==> src/rtl/multicycle_control_fsm.sv <==
// -----------------------------------------------------------------------------
// multicycle_control_fsm
//
// Purpose:
//   Moore-style control unit for a multi-cycle RV32I datapath. The datapath
//   shares one PC/IR/ALU/memory path, and this FSM drives it one step per
//   clock. A single unified memory port serves both instruction fetch and
//   data access. Illegal opcodes park the FSM in TRAP with a sticky flag.
//   The block also counts retired instructions.
//
// Handshake (memory port):
//   o_mem_req is held high for every cycle of an access. The access completes
//   in the first cycle where i_mem_ready is sampled high together with
//   o_mem_req. Until then every output stays constant (the state does not
//   change). i_mem_ready is ignored whenever o_mem_req is low.
//   o_mem_we qualifies o_mem_req as a write.
//
// Ports:
//   clk           rising-edge clock
//   rst_n         asynchronous active-low reset
//   i_op          opcode from IR (instr[6:0])
//   i_funct3      funct3 from IR (instr[14:12])
//   i_zero        ALU zero flag
//   i_mem_ready   memory completes the current access this cycle
//   o_mem_req     memory access request
//   o_mem_we      write qualifier for o_mem_req
//   o_adr_src     memory address select: 0 = PC, 1 = ALUOut
//   o_ir_we       IR and OldPC load enable
//   o_pc_we       PC load enable
//   o_reg_we      register-file write enable
//   o_alu_src_a   ALU A select: 00 = PC, 01 = OldPC, 10 = rs1
//   o_alu_src_b   ALU B select: 00 = rs2, 01 = imm, 10 = constant 4
//   o_alu_op      ALU class: 00 = add, 01 = sub, 10 = decode by funct
//   o_result_src  result mux: 00 = ALUOut, 01 = data reg, 10 = ALU direct
//   o_illegal     sticky illegal-opcode flag
//   o_instret     retired-instruction count (wraps)
//   o_state_dbg   current state encoding
// -----------------------------------------------------------------------------
module multicycle_control_fsm #(
  parameter int CNT_W = 32
) (
  input  logic             clk,
  input  logic             rst_n,
  input  logic [6:0]       i_op,
  input  logic [2:0]       i_funct3,
  input  logic             i_zero,
  input  logic             i_mem_ready,
  output logic             o_mem_req,
  output logic             o_mem_we,
  output logic             o_adr_src,
  output logic             o_ir_we,
  output logic             o_pc_we,
  output logic             o_reg_we,
  output logic [1:0]       o_alu_src_a,
  output logic [1:0]       o_alu_src_b,
  output logic [1:0]       o_alu_op,
  output logic [1:0]       o_result_src,
  output logic             o_illegal,
  output logic [CNT_W-1:0] o_instret,
  output logic [3:0]       o_state_dbg
);

  // State encoding is visible on o_state_dbg, so the values are fixed.
  typedef enum logic [3:0] {
    S_FETCH    = 4'd0,
    S_DECODE   = 4'd1,
    S_MEMADR   = 4'd2,
    S_MEMREAD  = 4'd3,
    S_MEMWB    = 4'd4,
    S_MEMWRITE = 4'd5,
    S_EXECR    = 4'd6,
    S_EXECI    = 4'd7,
    S_ALUWB    = 4'd8,
    S_JALR_ADR = 4'd9,
    S_JAL      = 4'd10,
    S_BEQ      = 4'd11,
    S_TRAP     = 4'd12
  } state_t;

  // Opcodes understood by DECODE.
  localparam logic [6:0] OP_LOAD   = 7'b0000011;
  localparam logic [6:0] OP_STORE  = 7'b0100011;
  localparam logic [6:0] OP_RTYPE  = 7'b0110011;
  localparam logic [6:0] OP_ITYPE  = 7'b0010011;
  localparam logic [6:0] OP_JAL    = 7'b1101111;
  localparam logic [6:0] OP_JALR   = 7'b1100111;
  localparam logic [6:0] OP_BRANCH = 7'b1100011;

  state_t             r_state;
  state_t             w_next;
  logic               r_illegal;
  logic [CNT_W-1:0]   r_instret;

  // Raw (ungated) strobes from the output decoder.
  logic               w_mem_req;
  logic               w_mem_we;
  logic               w_ir_we;
  logic               w_pc_we;
  logic               w_reg_we;

  // Only funct3[0] matters (beq vs bne); the other bits are carried for
  // completeness of the IR field.
  logic               w_unused_funct3;
  assign w_unused_funct3 = ^i_funct3[2:1];

  // ---------------------------------------------------------------------------
  // State register
  // ---------------------------------------------------------------------------
  always_ff @(posedge clk or negedge rst_n) begin
    if (!rst_n) begin
      r_state <= S_FETCH;
    end else begin
      r_state <= w_next;
    end
  end

  // ---------------------------------------------------------------------------
  // Next-state logic
  // ---------------------------------------------------------------------------
  always_comb begin
    w_next = r_state;
    case (r_state)
      S_FETCH: begin
        if (i_mem_ready) begin
          w_next = S_DECODE;
        end
      end
      S_DECODE: begin
        case (i_op)
          OP_LOAD,
          OP_STORE:  w_next = S_MEMADR;
          OP_RTYPE:  w_next = S_EXECR;
          OP_ITYPE:  w_next = S_EXECI;
          OP_JAL:    w_next = S_JAL;
          OP_JALR:   w_next = S_JALR_ADR;
          OP_BRANCH: w_next = S_BEQ;
          default:   w_next = S_TRAP;
        endcase
      end
      S_MEMADR: begin
        w_next = (i_op == OP_LOAD) ? S_MEMREAD : S_MEMWRITE;
      end
      S_MEMREAD: begin
        if (i_mem_ready) begin
          w_next = S_MEMWB;
        end
      end
      S_MEMWB:    w_next = S_FETCH;
      S_MEMWRITE: begin
        if (i_mem_ready) begin
          w_next = S_FETCH;
        end
      end
      S_EXECR:    w_next = S_ALUWB;
      S_EXECI:    w_next = S_ALUWB;
      S_ALUWB:    w_next = S_FETCH;
      S_JALR_ADR: w_next = S_JAL;
      S_JAL:      w_next = S_ALUWB;
      S_BEQ:      w_next = S_FETCH;
      S_TRAP:     w_next = S_TRAP;
      // Unused encodings recover to FETCH.
      default:    w_next = S_FETCH;
    endcase
  end

  // ---------------------------------------------------------------------------
  // Output decoder (Moore, plus mem_ready/zero/funct3 where a strobe is
  // conditional on them)
  // ---------------------------------------------------------------------------
  always_comb begin
    w_mem_req    = 1'b0;
    w_mem_we     = 1'b0;
    w_ir_we      = 1'b0;
    w_pc_we      = 1'b0;
    w_reg_we     = 1'b0;
    o_adr_src    = 1'b0;
    o_alu_src_a  = 2'b00;
    o_alu_src_b  = 2'b00;
    o_alu_op     = 2'b00;
    o_result_src = 2'b00;
    case (r_state)
      S_FETCH: begin
        // PC+4 goes straight from the ALU into the PC when the fetch lands.
        w_mem_req    = 1'b1;
        o_adr_src    = 1'b0;
        o_alu_src_a  = 2'b00;
        o_alu_src_b  = 2'b10;
        o_alu_op     = 2'b00;
        o_result_src = 2'b10;
        w_ir_we      = i_mem_ready;
        w_pc_we      = i_mem_ready;
      end
      S_DECODE: begin
        // Speculatively compute OldPC+imm: the branch/JAL target.
        o_alu_src_a = 2'b01;
        o_alu_src_b = 2'b01;
        o_alu_op    = 2'b00;
      end
      S_MEMADR: begin
        o_alu_src_a = 2'b10;
        o_alu_src_b = 2'b01;
        o_alu_op    = 2'b00;
      end
      S_MEMREAD: begin
        w_mem_req = 1'b1;
        o_adr_src = 1'b1;
      end
      S_MEMWB: begin
        o_result_src = 2'b01;
        w_reg_we     = 1'b1;
      end
      S_MEMWRITE: begin
        w_mem_req = 1'b1;
        w_mem_we  = 1'b1;
        o_adr_src = 1'b1;
      end
      S_EXECR: begin
        o_alu_src_a = 2'b10;
        o_alu_src_b = 2'b00;
        o_alu_op    = 2'b10;
      end
      S_EXECI: begin
        o_alu_src_a = 2'b10;
        o_alu_src_b = 2'b01;
        o_alu_op    = 2'b10;
      end
      S_ALUWB: begin
        o_result_src = 2'b00;
        w_reg_we     = 1'b1;
      end
      S_JALR_ADR: begin
        // rs1+imm replaces the DECODE-computed target in ALUOut.
        o_alu_src_a = 2'b10;
        o_alu_src_b = 2'b01;
        o_alu_op    = 2'b00;
      end
      S_JAL: begin
        // PC <- ALUOut (target) while the ALU forms OldPC+4 for the link.
        o_alu_src_a  = 2'b01;
        o_alu_src_b  = 2'b10;
        o_alu_op     = 2'b00;
        o_result_src = 2'b00;
        w_pc_we      = 1'b1;
      end
      S_BEQ: begin
        // funct3[0] inverts the sense of zero: beq takes on equal, bne on
        // not-equal.
        o_alu_src_a  = 2'b10;
        o_alu_src_b  = 2'b00;
        o_alu_op     = 2'b01;
        o_result_src = 2'b00;
        w_pc_we      = i_zero ^ i_funct3[0];
      end
      default: begin
        // TRAP and unused encodings: everything stays at its default.
      end
    endcase
  end

  // Strobes are gated by rst_n so nothing fires (in particular no partial
  // memory write) while reset is held, even though reset lands in FETCH.
  assign o_mem_req = w_mem_req & rst_n;
  assign o_mem_we  = w_mem_we  & rst_n;
  assign o_ir_we   = w_ir_we   & rst_n;
  assign o_pc_we   = w_pc_we   & rst_n;
  assign o_reg_we  = w_reg_we  & rst_n;

  // ---------------------------------------------------------------------------
  // Retired-instruction counter: an instruction retires on the edge that
  // returns the FSM to FETCH from any other state.
  // ---------------------------------------------------------------------------
  always_ff @(posedge clk or negedge rst_n) begin
    if (!rst_n) begin
      r_instret <= '0;
    end else if ((w_next == S_FETCH) && (r_state != S_FETCH) &&
                 (r_state != S_TRAP)) begin
      r_instret <= r_instret + CNT_W'(1);
    end
  end

  // ---------------------------------------------------------------------------
  // Sticky illegal-opcode flag
  // ---------------------------------------------------------------------------
  always_ff @(posedge clk or negedge rst_n) begin
    if (!rst_n) begin
      r_illegal <= 1'b0;
    end else if ((r_state == S_DECODE) && (w_next == S_TRAP)) begin
      r_illegal <= 1'b1;
    end
  end

  assign o_illegal   = r_illegal;
  assign o_instret   = r_instret;
  assign o_state_dbg = r_state;

endmodule
==> config.mk <==
export PLATFORM = sky130hd
export DESIGN_NAME = multicycle_control_fsm
export DESIGN_NICKNAME = d
export VERILOG_FILES = /design/src/rtl/multicycle_control_fsm.sv
export SDC_FILE = /design/constraint.sdc
export NUM_CORES = 1
export LEC_CHECK = 0
export ABC_AREA = 1
export BUFFER_PORTS_ARGS = -buffer_cell sky130_fd_sc_hd__buf_2
export CELL_PAD_IN_SITES_DETAIL_PLACEMENT = 2
export CELL_PAD_IN_SITES_GLOBAL_PLACEMENT = 2
export CORE_MARGIN = 3
export CORE_UTILIZATION = 26
export CTS_CLUSTER_SIZE = 30
export DETAILED_ROUTE_END_ITERATION = 12
export MAX_ROUTING_LAYER = met4
export PLACE_DENSITY = 0.83
export SYNTH_ARGS = -nofsm -noshare
export SYNTH_HDL_FRONTEND = slang
export SYNTH_SLANG_ARGS = --single-unit
==> constraint.sdc <==
create_clock -name clk -period 1.7 [get_ports clk]
set_clock_uncertainty 0.15 [all_clocks]
set_input_delay 0.255 -clock clk [delete_from_list [all_inputs] [get_ports clk]]
set_output_delay 0.255 -clock clk [all_outputs]
set_load 0.05 [all_outputs]
==> impl_results.md <==
- Final worst path period share: 1.21
- Clock buffer depth: 2
- Number of different library cells in the post-synthesis netlist: 26
- Critical path class: reg -> reg
- Sw Pwr: 3990 uW
- Floorplan die width: 114 microns
- Most common library cell in the layout ignoring fill and taps: nand2_1
- H-tree depth: 2
- Final Core Density: 0.437
- Delay contributed by the slowest stage of the critical path: 0.48 ns
- Count of port buffers added during placement: 62
- Clock transition time at the flip-flop clock pins of the worst setup and hold paths: 0.07 ns
- Clock buffers created by TritonCTS: 5
- Final weighted congestion of routability-driven global placement: 0.875
- Leakage component of the power: 0.00242 uW
- Proportion of power drawn by flip-flops and latches: 0.151
- Aggregate global routing overflow: 0
- DR DRC count: 0
- Final hold viol count: 0
- Syn nets: 479
- Launching element type of the critical path: register
- Shortest period the worst path allows: 2.06 ns
- CTS tree: done
- Row Count: 38
- Clock Power Share: 0.151
- RSZ-0062 raised after global routing: yes
- Worst setup margin: -0.363 ns
- DR iter-0 viols: 179
- HP Class: in -> async
- Final HPWL from detailed placement: 10.9 mm
- Critical Path RT: 1.72 ns
- Pin count of the biggest net entering global routing: 38
- Clock sink count: 37
- Final wirelength: 17.9 mm
- Wire length per cell: 23.9 microns
- Internal power component: 3600 uW
- Number of placed I/O pins: 65
- Critical-path top delay cell: dfrtp_2
- Wire length of the first global-routing pass: 25.4 mm
- Antenna Diode Count: 0
- Top library cells by usage in the layout, fill and taps aside: nand2_1, buf_4, inv_1
- Worst slew margin relative to its limit: 0.619
- Area added between synthesis and finish: 60.4%
- Number of antenna violations at the first check in global routing: 0
- Average instance area after synthesis: 6.50 sq um
- Via Count: 4020
- Outcome: finished with violations
- Fraction of final layout cells with drive strength greater than 1: 0.383
- Synth Register Bits: 37
- Final setup violation count: 48
- Max Cap Viol: 0
- Cell breakdown of the critical path: inv_2 -> nand2_4 -> nor2_4 -> nand2_2 -> nand2_1 -> nor2_2 -> nand2_2 -> inv_2 -> nand2_4 -> clkbuf_16 -> o21bai_1 -> nand2_1
- Via density per instance: 5.37
- Die ar.: 12900 sq um
- Max-slew violations: 0
- Clock insertion delay at the later pin of the skew report: 0.31 ns
- Final-layout worst hold slack: 0.00158 ns
- Cts-stage hold buffer count: 0
- Crit path max fanout: 8
- Cell at the root of the clock tree: clkbuf_16
- Final net count: 622
- Total of warnings raised by yosys: 0
- Switching share of total power: 0.526
- Pre-antenna DRT Iters: 4
- Part of the power in combinational logic: 0.698
- Cell Pwr Density: 1570 nW/um^2
- Placeable core region: 11100 sq um
- Highest ir drop seen on vdd: 1.43 mV
- Vias in the first global route: 4505
- Detail Route Antenna Nets: 0
- Transition at the pin with the smallest max-transition slack: 0.571 ns
- Endpoint kind of the worst setup timing path: register
- Die Span Y: 114 microns
- Worst Path Arrival: 2.09 ns
- Cell count after synthesis: 464
- Combined area of all synthesized cells: 3020 sq um
- Initial Util: 0.272
- Failing checks: setup timing
- Tot GR Track Use: 0.261
- Share of synthesized area occupied by flip-flops and latches: 0.307
- Highest attainable clock frequency: 0.485 GHz
[final cells by class]
cell class	count	area [sq um]
clock inverters	3	46.3
well taps	140	175
flip-flops and latches	37	933
fillers	1278	6240
repair buffers	151	1240
inverters	61	236
multi-input cells	351	2080
clock buffers	5	125
[final timing paths]
| check | cells after the start | from | slack [ns] | end |
|---|---|---|---|---|
| worst max-delay path | 12 | o_state_dbg[1]$_DFF_PN0_ | -0.36 | o_instret[1]$_DFFE_PN0P_ |
| worst min-delay path | 2 | rst_n | 0.002 | o_instret[12]$_DFFE_PN0P_ |
| worst max register to register | 12 | o_state_dbg[1]$_DFF_PN0_ | -0.36 | o_instret[1]$_DFFE_PN0P_ |
| worst min register to register | 1 | o_illegal$_DFFE_PN0P_ | 0.42 | o_illegal$_DFFE_PN0P_ |
| max in group asynchronous | 2 | rst_n | 0.93 | o_instret[1]$_DFFE_PN0P_ |
| min in group clk | 4 | i_mem_ready | 0.30 | o_state_dbg[0]$_DFF_PN0_ |
[Yosys cell counts]
cell type / n / area [sq um]
nand3b_1: 1 / 7.51
nand2_1: 145 / 544
nand2b_1: 1 / 6.26
ha_1: 1 / 12.5
nand3_1: 26 / 130
nand2_2: 1 / 6.26
buf_6: 3 / 33.8
inv_1: 55 / 206
nor2_2: 4 / 25.0
nor3_1: 16 / 80.1
inv_2: 6 / 22.5
a21oi_2: 1 / 8.76
buf_4: 3 / 22.5
a21oi_1: 4 / 20.0
nand4_1: 35 / 219
o21ai_0: 5 / 25.0
nor2_1: 56 / 210
nand4_4: 1 / 21.3
o21bai_1: 33 / 248
dfrtp_1: 37 / 926
a211oi_1: 1 / 7.51
nor2_4: 2 / 22.5
xor2_1: 16 / 140
o221ai_1: 1 / 8.76
nand3_4: 1 / 17.5
buf_2: 9 / 45.0
[flip-flops by register name (all words and copies together), names as in the netlist]
name and cells:
o_instret 32, o_state_dbg 4, o_illegal 1
[per-layer routing]
layer	track usage	up-vias	part of all wire
met5	-	-	0
met4	0.0857	0	0.034
met3	0.0302	46	0.045
met2	0.473	141	0.53
met1	0.298	2050	0.39
li1	-	1783	-
[repair_timing]
action | in CTS | in global routing
pin swaps | 9 | 9
setup endpoints to repair | 47 | 48
gates resized for setup | 63 | 24
cloned | 0 | 4
buffers inserted | 5 | 2
[metrics by stage]
| stage | power [uW] | setup slack, ns | instance area [sq um] | std cells | setup TNS (ns) |
|---|---|---|---|---|---|
| final | 7580 | -0.363 | 4840 | 748 | -13.16 |
| after global routing | 7860 | -0.477 | 4840 | 748 | -17.46 |
| after CTS | 6850 | -0.293 | 4630 | 742 | -11.12 |
| after detailed placement | 5220 | -0.303 | 4200 | 729 | -10.02 |
| after global placement | 5070 | -0.187 | 4200 | 729 | -5.08 |
| after floorplan | 3620 | -0.235 | 3160 | 464 | -8.45 |
[worst max-delay path: cells and delay by family (launching register included)]
kind | cells | cell delay [ns]
flip-flops | 1 | 0.48
AND/OR/NAND/NOR | 8 | 0.75
buffers and inverters | 3 | 0.38
AO/OA/AOI/OAI | 1 | 0.17
[power by group through the flow]
| stage | sequential (uW) | combinational (uW) | clock [uW] |
|---|---|---|---|
| after floorplan | 1450 | 2180 | 0 |
| after global placement | 1130 | 3940 | 0 |
| after detailed placement | 1140 | 4080 | 0 |
| after CTS | 1140 | 4540 | 1170 |
| after global routing | 1160 | 5500 | 1200 |
| final | 1150 | 5290 | 1150 |
[cells by family after synthesis]
kind of cell,Yosys count,share of synthesized area
adder cells (fa/ha/maj),1,0.00415
AND/OR/NAND/NOR,289,0.428
flip-flops,37,0.307
buffers and inverters,76,0.109
AO/OA/AOI/OAI,45,0.105
XOR/XNOR,16,0.0465
Power figures use the tool's default switching activity.
